### src/rtl/uart_tx_arbiter_if.sv
// Transmitter-side bundle between the arbiter (master) and the UART transmitter (slave).
// The arbiter drives configuration, data and request; the transmitter returns the acknowledge.
interface uart_tx_arbiter_if;
    logic        tr_en;
    logic [15:0] comp;
    logic [1:0]  stop_sel;
    logic [7:0]  tx_data;
    logic        tx_req;
    logic        tx_req_ack;

    modport master (
        output tr_en, comp, stop_sel, tx_data, tx_req,
        input  tx_req_ack
    );

    modport slave (
        input  tr_en, comp, stop_sel, tx_data, tx_req,
        output tx_req_ack
    );
endinterface

### src/rtl/uart_tx_arbiter.sv
// Round-robin arbiter that shares one UART transmitter among N_REQ byte requesters,
// with a per-byte acknowledge timeout and one-cycle done/err pulses per requester.
module uart_tx_arbiter #(
    parameter int N_REQ = 4,
    parameter int TO_W  = 20
) (
    input  logic                 clk,
    input  logic                 resetn,
    input  logic                 en,
    input  logic [15:0]          comp_cfg,
    input  logic [1:0]           stop_cfg,
    input  logic [TO_W-1:0]      to_lim,
    input  logic [N_REQ-1:0]     req,
    input  logic [8*N_REQ-1:0]   req_data,
    output logic [N_REQ-1:0]     done,
    output logic [N_REQ-1:0]     err,
    output logic                 busy,
    uart_tx_arbiter_if.master    tx_if
);
    localparam int IW = (N_REQ > 1) ? $clog2(N_REQ) : 1;

    localparam logic [1:0] S_IDLE = 2'd0;
    localparam logic [1:0] S_REQ  = 2'd1;
    localparam logic [1:0] S_REL  = 2'd2;

    logic [1:0]       state_q,  state_d;
    logic [IW-1:0]    last_q,   last_d;
    logic [IW-1:0]    grant_q,  grant_d;
    logic [TO_W-1:0]  timer_q,  timer_d;
    logic             tx_req_q, tx_req_d;
    logic [7:0]       tx_data_q, tx_data_d;
    logic [N_REQ-1:0] done_q,   done_d;
    logic [N_REQ-1:0] err_q,    err_d;
    logic             busy_q,   busy_d;
    logic             tr_en_q;
    logic [15:0]      comp_q,   comp_d;
    logic [1:0]       stop_q,   stop_d;

    logic [7:0]       lane [N_REQ];
    logic [IW-1:0]    win_idx;
    logic [IW-1:0]    cand;
    logic             win_vld;

    genvar gi;
    generate
        for (gi = 0; gi < N_REQ; gi++) begin : g_lane
            assign lane[gi] = req_data[8*gi +: 8];
        end
    endgenerate

    // Circular search from last+1; the loop runs downward so the nearest candidate is written last.
    always_comb begin
        win_vld = 1'b0;
        win_idx = '0;
        cand    = '0;
        for (int k = N_REQ; k >= 1; k--) begin
            cand = IW'((int'(last_q) + k) % N_REQ);
            if (req[cand]) begin
                win_idx = cand;
                win_vld = 1'b1;
            end
        end
    end

    always_comb begin
        state_d   = state_q;
        last_d    = last_q;
        grant_d   = grant_q;
        timer_d   = timer_q;
        tx_req_d  = tx_req_q;
        tx_data_d = tx_data_q;
        done_d    = '0;
        err_d     = '0;
        comp_d    = comp_q;
        stop_d    = stop_q;

        if (state_q == S_IDLE) begin
            comp_d = comp_cfg;
            stop_d = stop_cfg;
        end

        if (!en) begin
            state_d  = S_IDLE;
            tx_req_d = 1'b0;
        end else begin
            case (state_q)
                S_IDLE: begin
                    if (win_vld) begin
                        grant_d   = win_idx;
                        tx_data_d = lane[win_idx];
                        tx_req_d  = 1'b1;
                        timer_d   = '0;
                        state_d   = S_REQ;
                    end
                end
                S_REQ: begin
                    if (timer_q != '1)
                        timer_d = timer_q + 1'b1;
                    // Acknowledge has priority over a simultaneous timeout.
                    if (tx_if.tx_req_ack) begin
                        tx_req_d        = 1'b0;
                        done_d[grant_q] = 1'b1;
                        last_d          = grant_q;
                        state_d         = S_REL;
                    end else if ((to_lim != '0) && (timer_q == to_lim - 1'b1)) begin
                        tx_req_d       = 1'b0;
                        err_d[grant_q] = 1'b1;
                        last_d         = grant_q;
                        state_d        = S_REL;
                    end
                end
                S_REL: begin
                    tx_req_d = 1'b0;
                    if (!tx_if.tx_req_ack)
                        state_d = S_IDLE;
                end
                default: begin
                    state_d  = S_IDLE;
                    tx_req_d = 1'b0;
                end
            endcase
        end

        busy_d = (state_d != S_IDLE);
    end

    always_ff @(posedge clk or negedge resetn) begin
        if (!resetn) begin
            state_q   <= S_IDLE;
            last_q    <= IW'(N_REQ - 1);
            grant_q   <= '0;
            timer_q   <= '0;
            tx_req_q  <= 1'b0;
            tx_data_q <= '0;
            done_q    <= '0;
            err_q     <= '0;
            busy_q    <= 1'b0;
            tr_en_q   <= 1'b0;
            comp_q    <= '0;
            stop_q    <= '0;
        end else begin
            state_q   <= state_d;
            last_q    <= last_d;
            grant_q   <= grant_d;
            timer_q   <= timer_d;
            tx_req_q  <= tx_req_d;
            tx_data_q <= tx_data_d;
            done_q    <= done_d;
            err_q     <= err_d;
            busy_q    <= busy_d;
            tr_en_q   <= en;
            comp_q    <= comp_d;
            stop_q    <= stop_d;
        end
    end

    assign done           = done_q;
    assign err            = err_q;
    assign busy           = busy_q;
    assign tx_if.tr_en    = tr_en_q;
    assign tx_if.comp     = comp_q;
    assign tx_if.stop_sel = stop_q;
    assign tx_if.tx_data  = tx_data_q;
    assign tx_if.tx_req   = tx_req_q;
endmodule

### src/flat_wrapper.sv
// flat-port wrapper written by rule: the top's interface ports become plain ports
module uart_tx_arbiter_flat 
#(
    parameter int N_REQ = 4,
    parameter int TO_W  = 20
)
  (clk, resetn, en, comp_cfg, stop_cfg, to_lim, req, req_data, done, err, busy, tx_if_tr_en, tx_if_comp, tx_if_stop_sel, tx_if_tx_data, tx_if_tx_req, tx_if_tx_req_ack);
  uart_tx_arbiter_if tx_if_i ();
  input  logic clk;
  input  logic resetn;
  input  logic en;
  input  logic [15:0] comp_cfg;
  input  logic [1:0] stop_cfg;
  input  logic [TO_W-1:0] to_lim;
  input  logic [N_REQ-1:0] req;
  input  logic [8*N_REQ-1:0] req_data;
  output logic [N_REQ-1:0] done;
  output logic [N_REQ-1:0] err;
  output logic busy;
  output wire logic [$bits(tx_if_i.tr_en)-1:0] tx_if_tr_en;
  output wire logic [$bits(tx_if_i.comp)-1:0] tx_if_comp;
  output wire logic [$bits(tx_if_i.stop_sel)-1:0] tx_if_stop_sel;
  output wire logic [$bits(tx_if_i.tx_data)-1:0] tx_if_tx_data;
  output wire logic [$bits(tx_if_i.tx_req)-1:0] tx_if_tx_req;
  input wire logic [$bits(tx_if_i.tx_req_ack)-1:0] tx_if_tx_req_ack;
  assign tx_if_tr_en = tx_if_i.tr_en;
  assign tx_if_comp = tx_if_i.comp;
  assign tx_if_stop_sel = tx_if_i.stop_sel;
  assign tx_if_tx_data = tx_if_i.tx_data;
  assign tx_if_tx_req = tx_if_i.tx_req;
  assign tx_if_i.tx_req_ack = tx_if_tx_req_ack;
  uart_tx_arbiter #(.N_REQ(N_REQ), .TO_W(TO_W)) u_core (.clk(clk), .resetn(resetn), .en(en), .comp_cfg(comp_cfg), .stop_cfg(stop_cfg), .to_lim(to_lim), .req(req), .req_data(req_data), .done(done), .err(err), .busy(busy), .tx_if(tx_if_i));
endmodule
### config.mk
export PLATFORM = sky130hd
export DESIGN_NAME = uart_tx_arbiter_flat
export DESIGN_NICKNAME = d
export VERILOG_FILES = /design/src/rtl/uart_tx_arbiter_if.sv /design/src/rtl/uart_tx_arbiter.sv /design/src/flat_wrapper.sv
export SDC_FILE = /design/constraint.sdc
export NUM_CORES = 1
export LEC_CHECK = 0
export ABC_AREA = 1
export CAP_MARGIN = 20
export CORE_MARGIN = 10
export CORE_UTILIZATION = 35
export DETAILED_ROUTE_END_ITERATION = 10
export REMOVE_ABC_BUFFERS = 1
export SLEW_MARGIN = 20
export SYNTH_ARGS = -nofsm -noshare
export SYNTH_HDL_FRONTEND = slang
export SYNTH_SLANG_ARGS = --single-unit
### constraint.sdc
create_clock -name clk -period 2.5 [get_ports clk]
set_clock_uncertainty 0.1 [all_clocks]
set_input_delay 0.375 -clock clk [delete_from_list [all_inputs] [get_ports clk]]
set_output_delay 0.375 -clock clk [all_outputs]
set_load 0.01 [all_outputs]
==> impl_results.md, run 1 <==
* Post-Syn Area at 4420 µm²
* Crit path arrival time at 2.46 ns
* Core area at 12500 µm²
* Most frequent cell on the critical path: nand2_1
* Tcrit/Tclk final at 91.9%
* CP max stage cell: clkdlybuf4s50_1
* HP Class: input port to asynchronous set/reset pin
* H-tree depth at 3
* Ports at around 120
* CP Max Fanout at 8
* Final worst path period need at between 2 and 2.5 ns
* Post-route DRC violation count at 0
* Largest net degree at the start of global routing at 36
* CTS buffer count at 9
* # port buffers at 114
* # clock sinks at 63
* Clock network power share at 25.0%
* Antenna Nets Post-Route at 0
* Starting DRT DRC Count at 224
* Crit-path max cell delay at between 0.4 and 0.5 ns
* Crit start category: input port
* Total number of vias at 4741
* Die area at 17500 µm²
* Pre-antenna DRT Iters at 5
* Worst-margin pin slew at 0.779 ns
* Synth Instances at 672
* Total Routed Length at 14000 µm
* Synth Warn # at 0
* Fin nets at 914
* Max-slew violations at 0
* # rows at 41
* Req. time, crit path at 2.67 ns
* Die W at 132 µm
* Die height at between 100 and 150 µm
* Syn Area/Cell at between 6 and 7 µm²
* Area Growth Syn to Fin at 47.5%
* Dominant cell type by area after synthesis: dfrtp_1
* Net Switching at 2.33 mW
* Number of inserted diodes at 0
* Hold Slack at about 0.027 ns
* Clock Latency Late Sink at between 0.3 and 0.4 ns
* Setup_tns at 0 ns
* Commonest non-fill, non-tap cell in the layout: nand2_1
* Max Clock Freq at about 440 MHz
* Top area cells in the synthesized netlist: dfrtp_1 (35%), nand2_1 (23%), nand3_1 (8.6%), inv_1 (5.4%), xor2_1 (4.6%)
* Avg WL per Cell at 13.9 µm
* CTS root buf: clkbuf_16
* RSZ-0062 raised after global routing: true
* R2R cell count at 12
* Bufs on Longest Clock Path at 2
* Worst reg2reg endpoint: u_core.tx_if.tx_data[7]
* CTS tree: done
* Yosys top cell area share at 34.5%
* Worst-path cell chain: clkdlybuf4s50_1 > nor2_1 > nand2_4 > nor2_4 > buf_4 > nand3_1 > nand2_1 > nand2_1 > nand2_1 > nand2_1 > nor2_1 > nand3_1 > nand2_1 > nand2_1 > nand2_1 > nand2_1
* First-pass GRT wire length at 22900 µm
* Power Dens Cells at 892 nW/µm²
* Combinational Power Share at 48.1%
* Final Core Density at 52.1%
* Routed vias/inst at between 4 and 5
* Leak pwr at just over 3 nW
* Final setup viols at 0
* Worst r2r src: u_core.last_q[0]
* Initial core utilization at between 30% and 40%
* Layout cell share with drive strength beyond 1 at 13.5%
* Int Power at 3.50 mW
* R2R setup slack at about 0.28 ns
* Clock transition at the registers of the reported paths at around 0.060 ns
* Total GRT Usage at 15.7%
* Final global-route overflow total at 0
* Worst relative slew slack at 48.1%
* Final HPWL DP at around 11000 µm
* Synthesized flop and latch total at 63
* Outcome: finished, final reports clean
* Commonest cells after routing, fill and taps aside: nand2_1 (271), clkdlybuf4s50_1 (112), nand3_1 (73)
* GP Congestion at 0.886
* Maximum VDD drop at 0.000719 V
* Max-Cap Viols at 0
* Vias in the first global route at 4697
* Post-synth cell types at 35
* Worst setup EP type: flop
* Flop pwr share at 26.9%
* Sw Share at 39.9%
* Setup CP Type: input port to flop
* Initial antenna violation count at 0
* Sequential cell area fraction in the yosys report at 35.7%
* Final hold viol count at 0
-- stage by stage --
stage	total power, mW	cells	instance area, µm²	worst slack (ns)
6_report	5.82	1010	6530	0.202
5_1_grt	6.30	1010	6530	-0.0104
4_1_cts	5.84	1006	6400	0.0224
3_5_place_dp	4.37	990	6050	-0.292
3_3_place_gp	4.32	990	6050	-0.180
2_1_floorplan	3.12	656	4330	-0.215
-- synth_stat cells --
library cell  count
nand2_1         274
nand3_1          76
inv_1            64
dfrtp_1          61
nor2_1           53
xor2_1           23
nor3_1           19
o21ai_0          15
o31ai_1          14
nand4_1          12
nand3b_1          7
xnor2_1           6
buf_2             5
clkbuf_1          5
buf_4             4
nor2_2            4
ha_1              3
nand2_2           3
nor2_4            3
a21oi_1           2
buf_6             2
dfstp_2           2
inv_2             2
o21ai_1           2
a21oi_2           1
a21oi_4           1
a41oi_1           1
clkinv_1          1
inv_4             1
nand2_4           1
nor3_2            1
nor3b_1           1
nor4_1            1
or2_0             1
xor2_2            1
-- critical path, delay by kind of cell --
family	cells	cell delay, ns
buffers and inverters	2	0.62
AND/OR/NAND/NOR	14	1.46
-- state kept, by name, indices dropped and copies added (netlist names), 4 cells and up --
signal / cells
u_core.done: 4
u_core.err: 4
u_core.timer_q: 20
u_core.tx_if.comp: 16
u_core.tx_if.tx_data: 8
-- worst max-delay path by stage --
stage	startpoint	to	slack, ns	depth (start not counted)
after global routing	to_lim[6]	u_core.tx_if.tx_req	-0.01	14
after CTS	to_lim[1]	u_core.err[1]	0.02	15
after global placement	to_lim[0]	u_core.last_q[1]	-0.18	15
after floorplan	u_core.state_q[1]	u_core.timer_q[7]	-0.22	8
after detailed placement	to_lim[1]	u_core.err[3]	-0.29	15
final	to_lim[2]	u_core.last_q[1]	0.20	16
-- layer usage --
layer,up-vias,GRT usage [%],share of wire (%)
met4,0,6.23,2.4
met5,-,0,0
met3,23,3.48,5.6
li1,2466,-,-
met2,118,26.1,48
met1,2134,19.4,44
-- power by group through the flow --
| stage | combinational, mW | sequential [mW] | clock, mW |
|---|---|---|---|
| after floorplan | 1.48 | 1.64 | 0 |
| after global placement | 2.75 | 1.57 | 0 |
| after detailed placement | 2.79 | 1.58 | 0 |
| after CTS | 2.80 | 1.57 | 1.48 |
| after global routing | 3.16 | 1.62 | 1.52 |
| final | 2.80 | 1.57 | 1.45 |
-- area by class of cell --
type	instances	area, µm²
Clock buffer	11	243
Tap cell	172	215
Clock inverter	5	104
Timing Repair Buffer	165	1530
Fill cell	1290	5990
Sequential cell	63	1580
Inverter	68	258
Multi-Input combinational cell	526	2590
-- logic make-up (layout without fill, tap and decap cells) --
logic type | after synthesis | count (layout) | share of synthesized area (%)
and+or+nand+nor | 456 | 457 | 44.1
buffers and inverters | 84 | 249 | 8.00
DFF | 63 | 63 | 35.7
AOI/OAI and AO/OA | 36 | 36 | 5.29
xor gates and xnor gates | 30 | 30 | 6.11
adders and majority gates | 3 | 3 | 0.849
-- what timing repair did --
| action | CTS | global route |
|---|---|---|
| setup buffers | 0 | 3 |
| setup endpoints to repair | 0 | 10 |
| hold buffers | 0 | 0 |
| gates resized for setup | 0 | 31 |
Note: power is estimated with default switching activity, not from simulation.
==> run 2: changes to the inputs <==
--- a/config.mk
+++ b/config.mk
@@ -6,10 +6,10 @@
 export NUM_CORES = 1
 export LEC_CHECK = 0
 export ABC_AREA = 1
-export CAP_MARGIN = 20
 export CORE_MARGIN = 10
 export CORE_UTILIZATION = 35
 export DETAILED_ROUTE_END_ITERATION = 10
+export HOLD_SLACK_MARGIN = 0.05
 export REMOVE_ABC_BUFFERS = 1
 export SLEW_MARGIN = 20
 export SYNTH_ARGS = -nofsm -noshare
==> results of run 2 <==
No change in the layout: final DEF, timing and power equal those of run 1.
